$ cat src/rtl/bnn_mem0_arbiter.sv
// ----------------------------------------------------------------------------
// bnn_mem0_arbiter
//
// Purpose:
//   Arbitrates one single-port MEM0 between a host and a BNN core. The host
//   owns the memory while idle. An iFRAME_GO request starts an inference:
//   the core gets a 1-cycle start pulse and then owns the memory until it
//   writes its class index to RESULT_ADDR. That write is forwarded to memory,
//   and its low nibble is captured as oRESULT.
//
//   Optional watchdog (macro BNN_ARB_WATCHDOG_EN): a 20-bit counter limits
//   the RUN phase to TIMEOUT_CYCLES cycles. On expiry the FSM passes through
//   a 1-cycle ERR state (oERR pulse) and returns to idle. Without the macro,
//   RUN waits indefinitely and oERR is tied low.
//
// Parameters:
//   RESULT_ADDR     MEM0 word address the core writes the class index to
//   TIMEOUT_CYCLES  watchdog limit for RUN (used only with the watchdog)
//
// Ports:
//   iCLK, iRSTn (async, active-low), iCLR (sync clear to IDLE)
//   Host  : iHOST_REQ/WE/ADDR/WDATA, oHOST_GNT, oHOST_RDATA, oHOST_RVALID
//   Core  : iFRAME_GO, iBNN_ADDR/WDATA/RD_EN/WR_EN, oBNN_RDATA, oBNN_START
//   Memory: oMEM_ADDR/WDATA/RD_EN/WR_EN, iMEM_RDATA (1-cycle read latency)
//   Status: oBUSY, oDONE, oERR, oRESULT, oRESULT_VALID
// ----------------------------------------------------------------------------
module bnn_mem0_arbiter #(
  parameter logic [5:0]  RESULT_ADDR    = 6'd36,
  parameter logic [19:0] TIMEOUT_CYCLES = 20'd600000
) (
  input  logic        iCLK,
  input  logic        iRSTn,
  input  logic        iCLR,
  // host side
  input  logic        iHOST_REQ,
  input  logic        iHOST_WE,
  input  logic [5:0]  iHOST_ADDR,
  input  logic [27:0] iHOST_WDATA,
  output logic        oHOST_GNT,
  output logic [27:0] oHOST_RDATA,
  output logic        oHOST_RVALID,
  // inference control
  input  logic        iFRAME_GO,
  // core side
  input  logic [5:0]  iBNN_ADDR,
  input  logic [27:0] iBNN_WDATA,
  input  logic        iBNN_RD_EN,
  input  logic        iBNN_WR_EN,
  output logic [27:0] oBNN_RDATA,
  output logic        oBNN_START,
  // memory side
  output logic [5:0]  oMEM_ADDR,
  output logic [27:0] oMEM_WDATA,
  output logic        oMEM_RD_EN,
  output logic        oMEM_WR_EN,
  input  logic [27:0] iMEM_RDATA,
  // status
  output logic        oBUSY,
  output logic        oDONE,
  output logic        oERR,
  output logic [3:0]  oRESULT,
  output logic        oRESULT_VALID
);

  localparam int ADDR_W = 6;
  localparam int DATA_W = 28;

  typedef enum logic [2:0] {
    S_IDLE  = 3'd0,
    S_START = 3'd1,
    S_RUN   = 3'd2,
`ifdef BNN_ARB_WATCHDOG_EN
    S_DONE  = 3'd3,
    S_ERR   = 3'd4
`else
    S_DONE  = 3'd3
`endif
  } state_t;

  state_t state_q;
  state_t state_d;

  logic              host_gnt;
  logic              go_accept;
  logic              result_hit;
  logic              result_q;
  logic [3:0]        result_idx_q;
  logic              host_rd_vld_p1;

  logic [ADDR_W-1:0] mem_addr;
  logic [DATA_W-1:0] mem_wdata;
  logic              mem_rd_en;
  logic              mem_wr_en;

  // The host is only ever granted while idle; a grant is same-cycle.
  assign host_gnt   = (state_q == S_IDLE) && iHOST_REQ;
  assign go_accept  = (state_q == S_IDLE) && iFRAME_GO;
  // A result write only counts while the core owns the memory.
  assign result_hit = (state_q == S_RUN) && iBNN_WR_EN && (iBNN_ADDR == RESULT_ADDR);

`ifdef BNN_ARB_WATCHDOG_EN
  logic [19:0] wd_cnt_q;
  logic        wd_expire;

  // Counter value k is seen in the k-th RUN cycle (0-based), so the last
  // permitted RUN cycle is TIMEOUT_CYCLES-1. A result write on that same
  // cycle still wins over the timeout.
  assign wd_expire = (state_q == S_RUN) && !result_hit &&
                     (wd_cnt_q == (TIMEOUT_CYCLES - 20'd1));

  always_ff @(posedge iCLK or negedge iRSTn) begin
    if (!iRSTn) begin
      wd_cnt_q <= '0;
    end else if (iCLR) begin
      wd_cnt_q <= '0;
    end else if (state_q == S_START) begin
      wd_cnt_q <= '0;
    end else if (state_q == S_RUN) begin
      wd_cnt_q <= wd_cnt_q + 20'd1;
    end
  end
`else
  // TIMEOUT_CYCLES has no function without the watchdog.
  logic unused_timeout;
  assign unused_timeout = ^TIMEOUT_CYCLES;
`endif

  always_comb begin
    state_d = state_q;
    case (state_q)
      S_IDLE:  if (iFRAME_GO) state_d = S_START;
      S_START: state_d = S_RUN;
      S_RUN: begin
        if (result_hit) begin
          state_d = S_DONE;
        end
`ifdef BNN_ARB_WATCHDOG_EN
        else if (wd_expire) begin
          state_d = S_ERR;
        end
`endif
      end
      S_DONE:  state_d = S_IDLE;
`ifdef BNN_ARB_WATCHDOG_EN
      S_ERR:   state_d = S_IDLE;
`endif
      default: state_d = S_IDLE;
    endcase
  end

  // Memory port ownership: host in IDLE, core in RUN, nobody otherwise.
  // When the core asserts both enables the write wins and the read is dropped.
  always_comb begin
    mem_addr  = '0;
    mem_wdata = '0;
    mem_rd_en = 1'b0;
    mem_wr_en = 1'b0;
    case (state_q)
      S_IDLE: begin
        mem_addr  = iHOST_ADDR;
        mem_wdata = iHOST_WDATA;
        mem_rd_en = iHOST_REQ && !iHOST_WE;
        mem_wr_en = iHOST_REQ && iHOST_WE;
      end
      S_RUN: begin
        mem_addr  = iBNN_ADDR;
        mem_wdata = iBNN_WDATA;
        mem_rd_en = iBNN_RD_EN && !iBNN_WR_EN;
        mem_wr_en = iBNN_WR_EN;
      end
      default: begin
        mem_addr  = '0;
        mem_wdata = '0;
        mem_rd_en = 1'b0;
        mem_wr_en = 1'b0;
      end
    endcase
  end

  // ---- stage p0 -> p1: host read issue to read-data return ----
  always_ff @(posedge iCLK or negedge iRSTn) begin
    if (!iRSTn) begin
      state_q        <= S_IDLE;
      host_rd_vld_p1 <= 1'b0;
      result_idx_q   <= '0;
      result_q       <= 1'b0;
    end else if (iCLR) begin
      state_q        <= S_IDLE;
      host_rd_vld_p1 <= 1'b0;
      result_idx_q   <= '0;
      result_q       <= 1'b0;
    end else begin
      state_q        <= state_d;
      host_rd_vld_p1 <= host_gnt && !iHOST_WE;
      if (result_hit) begin
        result_idx_q <= iBNN_WDATA[3:0];
      end
      // A new frame invalidates the previous result until it completes.
      if (go_accept) begin
        result_q <= 1'b0;
      end else if (result_hit) begin
        result_q <= 1'b1;
      end
`ifdef BNN_ARB_WATCHDOG_EN
      else if (wd_expire) begin
        result_q <= 1'b0;
      end
`endif
    end
  end

  assign oHOST_GNT     = host_gnt;
  assign oHOST_RVALID  = host_rd_vld_p1;
  assign oHOST_RDATA   = host_rd_vld_p1 ? iMEM_RDATA : '0;

  assign oBNN_RDATA    = iMEM_RDATA;
  assign oBNN_START    = (state_q == S_START);

  assign oMEM_ADDR     = mem_addr;
  assign oMEM_WDATA    = mem_wdata;
  assign oMEM_RD_EN    = mem_rd_en;
  assign oMEM_WR_EN    = mem_wr_en;

  assign oBUSY         = (state_q == S_START) || (state_q == S_RUN) || (state_q == S_DONE);
  assign oDONE         = (state_q == S_DONE);
`ifdef BNN_ARB_WATCHDOG_EN
  assign oERR          = (state_q == S_ERR);
`else
  assign oERR          = 1'b0;
`endif
  assign oRESULT       = result_idx_q;
  assign oRESULT_VALID = result_q;

endmodule

$ cat config.mk
export PLATFORM = sky130hd
export DESIGN_NAME = bnn_mem0_arbiter
export DESIGN_NICKNAME = d
export VERILOG_FILES = /design/src/rtl/bnn_mem0_arbiter.sv
export SDC_FILE = /design/constraint.sdc
export NUM_CORES = 1
export LEC_CHECK = 0
export CELL_PAD_IN_SITES_DETAIL_PLACEMENT = 1
export CELL_PAD_IN_SITES_GLOBAL_PLACEMENT = 1
export CORE_MARGIN = 2
export CORE_UTILIZATION = 11
export CTS_CLUSTER_DIAMETER = 60
export DETAILED_ROUTE_END_ITERATION = 10
export PLACE_DENSITY_LB_ADDON = 0.1
export SYNTH_ARGS = -nofsm -noshare
export SYNTH_HDL_FRONTEND = slang
export SYNTH_SLANG_ARGS = --single-unit
$ cat constraint.sdc
create_clock -name iCLK -period 1.51 [get_ports iCLK]
set_input_delay 0.3775 -clock iCLK [delete_from_list [all_inputs] [get_ports iCLK]]
set_output_delay 0.3775 -clock iCLK [all_outputs]
set_load 0.05 [all_outputs]
==> results of run 1 <==
==> metrics by stage <==
step / instance area, um2 / hold WS [ps] / utilization / instances / setup WS, ps
finish: 5324 / 435.6 / 0.4911 / 522 / -372.2
global route: 5324 / 456.2 / 0.4911 / 522 / -431.7
CTS: 5243 / 451.2 / 0.4836 / 519 / -357.8
detailed placement: 4852 / 570.8 / 0.4476 / 502 / -298.6
global placement: 4852 / 562.9 / 0.4476 / 502 / -285.3
floorplan: 1458 / 81.91 / - / 147 / -286.7
==> power by group <==
group | internal (mW) | switching, mW | total, mW | leakage [nW]
combinational | 3.45 | 3.19 | 6.64 | 2.40
clock | 0.183 | 0.0859 | 0.269 | 0.0228
sequential | 0.238 | 0.0236 | 0.262 | 0.107
total | 3.87 | 3.30 | 7.17 | 2.53
==> timing repair <==
action | CTS | global route
gates cloned | 4 | 2
setup buffers | 10 | 9
pin swaps | 5 | 3
endpoints found under the setup margin | 75 | 92
resized for setup | 63 | 34
==> worst paths after layout <==
check                              startpoint             to  cells past startpoint
worst max register to register     state_q[0]     oRESULT[1]                      8
worst min-delay path                    iRSTn  oRESULT_VALID                      1
min in group iCLK               oRESULT_VALID  oRESULT_VALID                      2
worst min register to register  oRESULT_VALID  oRESULT_VALID                      2
worst max-delay path               state_q[1]      oHOST_GNT                      7
max in group asynchronous               iRSTn     state_q[1]                      1
==> kinds of logic after synthesis <==
logic type / synth area share
adder cells (fa/ha/maj): 0.05128
other: 0.003074
AO/OA/AOI/OAI: 0.2810
AND/OR/NAND/NOR: 0.2256
multiplexers: 0.04103
flip-flops: 0.1641
buffers and inverters: 0.2339
==> routing by layer <==
metal	vias up	share of wire	track usage	wire (um)
met5	-	0	0	0
met4	0	0	0.005425	0
met3	0	0.13	0.06639	1087
met2	125	0.55	0.2609	4766
met1	963	0.33	0.1396	2839
li1	962	-	-	-
==> final cells by class <==
cell class,count,area (um2)
multi-input combinational,94,1115
clock buffer,4,45.04
tap,140,175.2
timing repair buffer,271,3761
sequential,8,202.7
inverter,5,25.02
fill,1114,5517
==> flip-flops by register name, indices dropped and copies added (netlist names) <==
register and cells:
state_q 2, oRESULT 4, oRESULT_VALID 1, oHOST_RVALID 1
==> layout by cell type (no fill, tap or decap), drive strengths merged, types with 2 or more instances in the layout <==
cell type / synthesis / final
clkbuf: 5 / 6
mux2i: 5 / 5
clkdlybuf4s50: 0 / 74
nor2: 7 / 7
dfrtp: 8 / 8
nand2b: 2 / 2
ha: 5 / 5
buf: 35 / 166
and2: 28 / 28
a22o: 35 / 35
dlygate4sd2: 0 / 8
inv: 5 / 4
dlymetal6s2s: 0 / 21
==> critical path, cell delays in order, from the launching register on <==
cell and delay [ps]:
dfrtp_2 400, inv_2 60, ha_4 220, nand2_4 110, clkinvlp_4 100, buf_4 140
buf_6 110, buf_12 140
==> out/summary.txt, run 1 <==
Remaining DRCs: 0
DR pass1 iterations: 3
Final setup margin: -372.2 ps
Post-Route WL: 8.692 mm
Initial antenna violation count: 0
Number of enable flip-flop cells after synthesis: 0
Vias in the first global route: 2303
Required time worst endpoint: 1130 ps
DP Wirelength: 7.040 mm
Hold_buf cts: 0
Chip width: 109.3 um
Placeable core region: 10840 um2
Most common cell in the netlist: a22o_1
Reg-to-reg setup timing slack: -80 ps
Total power: 7.167 mW
Port bufs: 205
DR vias: 2050
CTS tree: yes
DIE AREA: 11950 um2
Peak supply drop: 1.186 mV
Main area contributors after synthesis: a22o_1, buf_4, dfrtp_1, and2_1, ha_1
Mapped Avg Cell Area: 8.299 um2
Clk_skew: 8.544 ps
Layout cells sized above 1: 0.6623
Synth cell count leaders: a22o_1, buf_4, and2_1
Syn-to-layout area delta: 336.4%
Fmax: 0.5313 GHz
Vias per inst: 3.927
Syn nets: 256
Final Hold Fails: 0
Worst-case clock buffer depth: 2
Tcrit/Tclk final: 1.247
Setup crit start kind: register
Placer Congestion: 0.7199
Max H-tree Level: 1
Yosys top cell by area: a22o_1
Clock Latency Late Sink: 230 ps
Max-Cap Viols: 0
Yosys top cell area share: 0.2513
I/O pin cnt: 207
Worst Path Max Fanout: 5
P_leak: 2.526 nW
Top FF cell, synth: dfrtp_1
Status: finished, violations left
Clock sink total: 8
Total track usage: 0.1359
FFs w/ async S/R, synth: 1.000
WP data arrival: 1500 ps
CTS Buf Count: 3
Routed len/inst: 16.65 um
Min Tclk post-route: 1882 ps
Worst Hold Class: in -> async
Setup violations, final: 54
Failing checks: setup timing
Crit end category: primary output
Flops & latches, synth: 8
Crit path kind: reg -> out
Initial DRC count: 33
Seq/Total Area, Yosys: 0.1641
Post-route ant nets: 0
Nets: 492
Ys Warns: 0
Unrepaired setup endpoints after global routing: true
FP Rows: 38
Max-slew violation count: 0
Largest net degree at the start of global routing: 18
Die Span Y: 109.3 um
Netlist cell types: 23
First-pass GRT wire length: 12.54 mm
Initial Utilization: 0.1125
Setup TNS: -13420 ps
Synth Cell Area: 1220 um2
Clock-pin slew on the worst setup and hold paths: 50 ps
Clk root buf: clkbuf_8
Grt ovf: 0
Ant diodes: 0
Power Dens Cells: 1346 nW/um2
Post-synthesis cell count: 147
Note: power is estimated with default switching activity, not from simulation.
==> run 2, diff against run 1 <==
==> constraint.sdc (replaced) <==
create_clock -name iCLK -period 1.7 [get_ports iCLK]
set_input_delay 0.425 -clock iCLK [delete_from_list [all_inputs] [get_ports iCLK]]
set_output_delay 0.425 -clock iCLK [all_outputs]
set_load 0.05 [all_outputs]
==> run 2 against run 1 <==
Against the previous run:
- the run still ends with setup timing left
- flip-flop and latch count stayed put
- via count shrank 5.4%
- first-iteration DRC count fell by 15%
- cell count shrank 3.4%
- combinational power down 18%
- sequential share of layout area rose by 0.38 points
- critical path depth down 2
- cell area decreased by 8.0%
- sequential power down 7.6%
- total power fell by 17%
- critical path type unchanged
- critical endpoint is now oMEM_WDATA[18]
==> out/summary.txt, run 2 (synthesized netlist as in run 1, its figures left out) <==
Commonest non-fill, non-tap cell in the layout: buf_12
DP Wirelength: 6.895 mm
Final non-filler cell total: 504
Fin area: 4897 um2
FP Rows: 38
Total track usage: 0.1246
Worst-case clock buffer depth: 2
Placer Congestion: 0.6636
Area occupied by multi-input gates: 989.7 um2
Worst Hold Class: in -> async
Routed len/inst: 15.40 um
Status: finished, violations left
Initial DRC count: 28
Clock Latency Late Sink: 230 ps
Area after DPL: 4619 um2
Ant diodes: 0
Nets: 474
R2R depth: 7
Clk root buf: clkbuf_8
CTS tree: yes
Setup WS pre-CTS: -164.9 ps
Largest net degree at the start of global routing: 30
Layout cells sized above 1: 0.5769
Min Tclk post-route: 1881 ps
Remaining DRCs: 0
First-pass GRT wire length: 11.48 mm
Die Span Y: 109.3 um
Worst path bufs/invs: 3
Slowest cell on the critical path: dfrtp_1
Port bufs: 205
Grt ovf: 0
Initial antenna violation count: 0
Unrepaired setup endpoints after global routing: true
Max FFs per register: 4
Final setup margin: -181.2 ps
DR pass1 iterations: 4
Final Hold Fails: 0
Layout fillers: 1138
Post-route ant nets: 0
Max-Cap Viols: 0
Chip width: 109.3 um
Max-slew violation count: 0
Tcrit/Tclk final: 1.107
Busiest grt layer: met2
GR Util met3: 0.05335
Most frequent cells in the layout: buf_12, clkdlybuf4s50_1, buf_4, and2_1, a22o_4
Vias per inst: 3.849
Routing usage on met1: 0.1356
Clock-pin slew on the worst setup and hold paths: 50 ps
Met2 GRT Util: 0.2258
Setup crit start kind: register
Placeable core region: 10840 um2
Syn-to-layout area delta: 301.4%
Peak supply drop: 0.8046 mV
Worst Path Max Fanout: 15
Clk_skew: 4.832 ps
Crit end category: primary output
Setup violations, final: 37
Setup TNS: -5893 ps
Total power: 5.951 mW
P_leak: 2.158 nW
Register area: 205.2 um2
Vias in the first global route: 2213
Critical-path cell list: inv_2 > ha_4 > buf_8 > a22o_2 > buf_12
Clock sink total: 8
DR vias: 1940
Final core utilization: 0.4518
Fin Hold WS: 485.4 ps
Required time worst endpoint: 1270 ps
Max H-tree Level: 1
Power Dens Cells: 1215 nW/um2
Post-Route WL: 7.760 mm
WP data arrival: 1460 ps
DIE AREA: 11950 um2
Cell family with most CP delay: buffers and inverters
Critical path depth in cells: 5
Crit path kind: reg -> out
Initial Utilization: 0.1125
Crit-path max cell delay: 380 ps
Fmax: 0.5316 GHz
Failing checks: setup timing
I/O pin cnt: 207
Placed Cells: 495
CTS Buf Count: 3
[run 2: changes by cell type in the layout (fill, tap and decap cells not counted), moves of 5 or more]
| cell | previous run | this run |
|---|---|---|
| a22o_2 | 11 | 17 |
| clkdlybuf4s50_1 | 74 | 100 |
| and2_1 | 0 | 22 |
| buf_6 | 10 | 2 |
| and2_4 | 28 | 6 |
| a22o_4 | 24 | 18 |
| dlygate4sd2_1 | 8 | 1 |
| dlymetal6s2s_1 | 21 | 2 |
| buf_12 | 106 | 101 |
[run 2: where the power goes]
group          leakage [nW]  switching, mW  internal (mW)
clock network        0.0228         0.0821          0.163
registers             0.107         0.0300          0.212
logic                  2.03           2.69           2.78
[run 2: final timing paths]
check	start	to	slack (ps)
worst min register to register	oRESULT[1]	oRESULT[1]	540
worst max-delay path	state_q[0]	oMEM_WDATA[18]	-180
min in group iCLK	oRESULT[1]	oRESULT[1]	540
worst max register to register	state_q[0]	state_q[0]	140
max in group asynchronous	iRSTn	oHOST_RVALID	900
worst min-delay path	iRSTn	oRESULT_VALID	490
[run 2: layout make-up]
cell class | instances | area share
timing repair buffer | 253 | 0.7064
multi-input combinational | 94 | 0.2021
sequential | 8 | 0.04190
tap | 140 | 0.03577
clock buffer | 4 | 0.009198
inverter | 5 | 0.004599
[run 2: routing by layer]
layer,vias to the layer above,part of all wire
li1,919,-
met1,880,0.36
met2,139,0.50
met3,2,0.14
met4,0,0.0070
met5,-,0
[run 2: repair_timing]
item / 4_1_cts / 5_1_grt
gates resized for setup: 27 / 11
hold buffers: 0 / 0
buffers inserted: 4 / 1
gates cloned: 1 / 0
setup endpoints to repair: 58 / 45
pin swaps: 5 / 3
[run 2: worst register-to-register path, delay by kind of cell (launching register included)]
kind | cells | cell delay, ps
AOI/OAI and AO/OA | 2 | 240
adders and majority gates | 1 | 220
buffers and inverters | 3 | 410
DFF | 1 | 380
and+or+nand+nor | 1 | 200
==> RTL change (flow settings as in run 1) <==
The option `BNN_ARB_WATCHDOG_EN` is turned on by a define.
--- a/src/rtl/bnn_mem0_arbiter.sv
+++ b/src/rtl/bnn_mem0_arbiter.sv
@@ -24,6 +24,8 @@
 //   Memory: oMEM_ADDR/WDATA/RD_EN/WR_EN, iMEM_RDATA (1-cycle read latency)
 //   Status: oBUSY, oDONE, oERR, oRESULT, oRESULT_VALID
 // ----------------------------------------------------------------------------
+`define BNN_ARB_WATCHDOG_EN
+
 module bnn_mem0_arbiter #(
   parameter logic [5:0]  RESULT_ADDR    = 6'd36,
   parameter logic [19:0] TIMEOUT_CYCLES = 20'd600000
Function: same outputs for any inputs over 10 cycles, from zero or initial values and one cycle with iRSTn low; that may be too few to reach the edited logic, so the function may still have changed.
==> RTL change against run 1 <==
The flow still finishes with violations (negative setup slack). Routed wire length up 88%. Sequential share of layout area is 5.8 points higher. Design area rose by 43%. Power down 36%. Sequential cell count up 21. Fmax is 11% lower. Worst setup slack got worse by 0.24 ns. Clock skew down 0.0056 ns. Area after synthesis grew 88%. Global-route usage grew 0.57 points. Core utilization decreased by 12 points. Sequential power increased to 3.0 times the old value. Highest routed layer is now met5.
==> RTL change: results (changes against run 1) <==
The final reports fail on negative setup slack. The tools report the latest clock arrival within the worst-skew pair as 0.27 ns (+0.04 ns). The count of buffers from port buffering is 206 (+0.49%), and the number of flip-flops in the largest register is 20 (+16). By count the netlist is led by a22o_1 (35), and2_1 (30), buf_4 (30), dfrtp_1 (29), nor2_1 (18). The total placed instance area was 6600 sq um (+36%). The run finished, with violations left. The setup clock skew after layout was 0.00291 ns (-0.00563 ns). The pre-CTS setup slack was -0.544 ns (-0.246 ns). The root buffer cell was clkbuf_16. The internal cell power is 2.93 mW (-24%). The total global routing track utilization came out at 14.2% (+0.57 points). The data arrival at the endpoint of the critical path was 2.33 ns (+0.83 ns). Minimum setup slack in the final design: -0.616 ns (-0.244 ns). The number of DRC markers in iteration 0 was 40 (+21%). Fraction of the yosys area taken by sequential cells: 31.6% (+15 points). The tools report the number of instances in the synthesized netlist as 261 (+78%). The first-pass GRT wire length was 23400 um (+86%); the maximum fanout count along the critical path was 4 (-1). The half-perimeter wire length after detailed placement is 12600 um (+79%), and the wire length per cell after detailed routing is 19.6 um (+18%). For the level count of the clock H-tree, the log shows 2 (+1). The run gives 44 (+91%) as the count of different cell masters after synthesis. The run gives 789 (+57%) as the post-placement cell count. The number of detailed-routing iterations run before antenna repair is 4 (+1). The fraction of final layout cells sized beyond drive strength 1 was 62.6% (-3.6 points).

The number of setup violations in the final report came out at 93 (+72%). The maximum vdd ir drop came out at 0.345 mV (-71%).
==> RTL change: cell count changes after synthesis, sizes merged, moves of 5 or more <==
cell / delta
a21oi: +5
clkbuf: +7
dfrtp: +21
nand2: +11
nand4: +9
nor2: +11
o21ai: +6
or3: +6
xor2: +5
==> RTL change: kinds of logic (layout without fill, tap and decap cells) <==
family / count (synthesis) / after routing / synth area share [%]
adders and majority gates: 1 / 1 / 0.545
buffers and inverters: 46 / 348 / 12.4
DFF: 29 / 29 / 31.6
muxes: 5 / 5 / 2.18
AOI/OAI and AO/OA: 64 / 64 / 21.9
xor gates and xnor gates: 8 / 8 / 3.06
other: 0 / 1 / 0
and+or+nand+nor: 108 / 109 / 28.3
==> RTL change: metrics by stage <==
step | setup TNS (ns) | power, mW
final | -33.48 | 4.61
after global routing | -39.77 | 4.79
after CTS | -32.90 | 4.58
after detailed placement | -20.66 | 3.40
after global placement | -19.91 | 3.39
after floorplan | -12.65 | 2.02
==> RTL change: final timing paths <==
path / start / end / slack, ns / depth (start not counted)
max in group asynchronous: iRSTn / oHOST_RVALID / 0.84 / 2
min in group iCLK: oRESULT_VALID / oRESULT_VALID / 0.59 / 2
min: iRSTn / state_q[1] / 0.46 / 2
max reg2reg: state_q[0] / wd_cnt_q[19] / -0.62 / 5
min reg2reg: oRESULT_VALID / oRESULT_VALID / 0.59 / 2
max: state_q[0] / wd_cnt_q[19] / -0.62 / 5
==> RTL change: cell type report <==
cell class              count  area [sq um]  share of cell area, %
repair buffers            337          4430                   58.4
multi-input cells         187          1940                   25.5
flip-flops and latches     29           731                   9.62
well taps                 270           338                   4.45
clock buffers               6           129                   1.70
inverters                   3          15.0                  0.198
clock inverters             2          10.0                  0.132
diodes                      1          2.50                 0.0329
==> RTL change: worst max-delay path, stage by stage (launching register included) <==
cell,delay (ns)
dfrtp_2,0.44
buf_6,0.13
or3b_4,0.41
or3_4,0.43
or4_4,0.50
a21oi_2,0.15
==> RTL change: power groups by stage <==
stage | Combinational [mW] | Sequential (mW) | Clock [mW]
floorplan | 1.21 | 0.812 | 0
global placement | 2.57 | 0.815 | 0
detailed placement | 2.59 | 0.815 | 0
CTS | 2.78 | 0.798 | 1.00
global route | 2.95 | 0.799 | 1.04
finish | 2.85 | 0.799 | 0.964
==> RTL change: routing by layer <==
metal / vias up / GRT usage (%) / wire length, um
met4: 2 / 1.95 / 95
li1: 1551 / - / -
met5: - / 0 / 9
met2: 119 / 24.6 / 8230
met3: 10 / 3.56 / 1010
met1: 1588 / 18.1 / 7020
==> RTL change: what timing repair did <==
| action | in CTS | in global routing |
|---|---|---|
| pin swaps | 18 | 20 |
| resized for setup | 85 | 37 |
| hold buffers | 0 | 0 |
| setup endpoints to repair | 100 | 111 |
| cloned | 6 | 3 |
| buffers inserted | 22 | 9 |
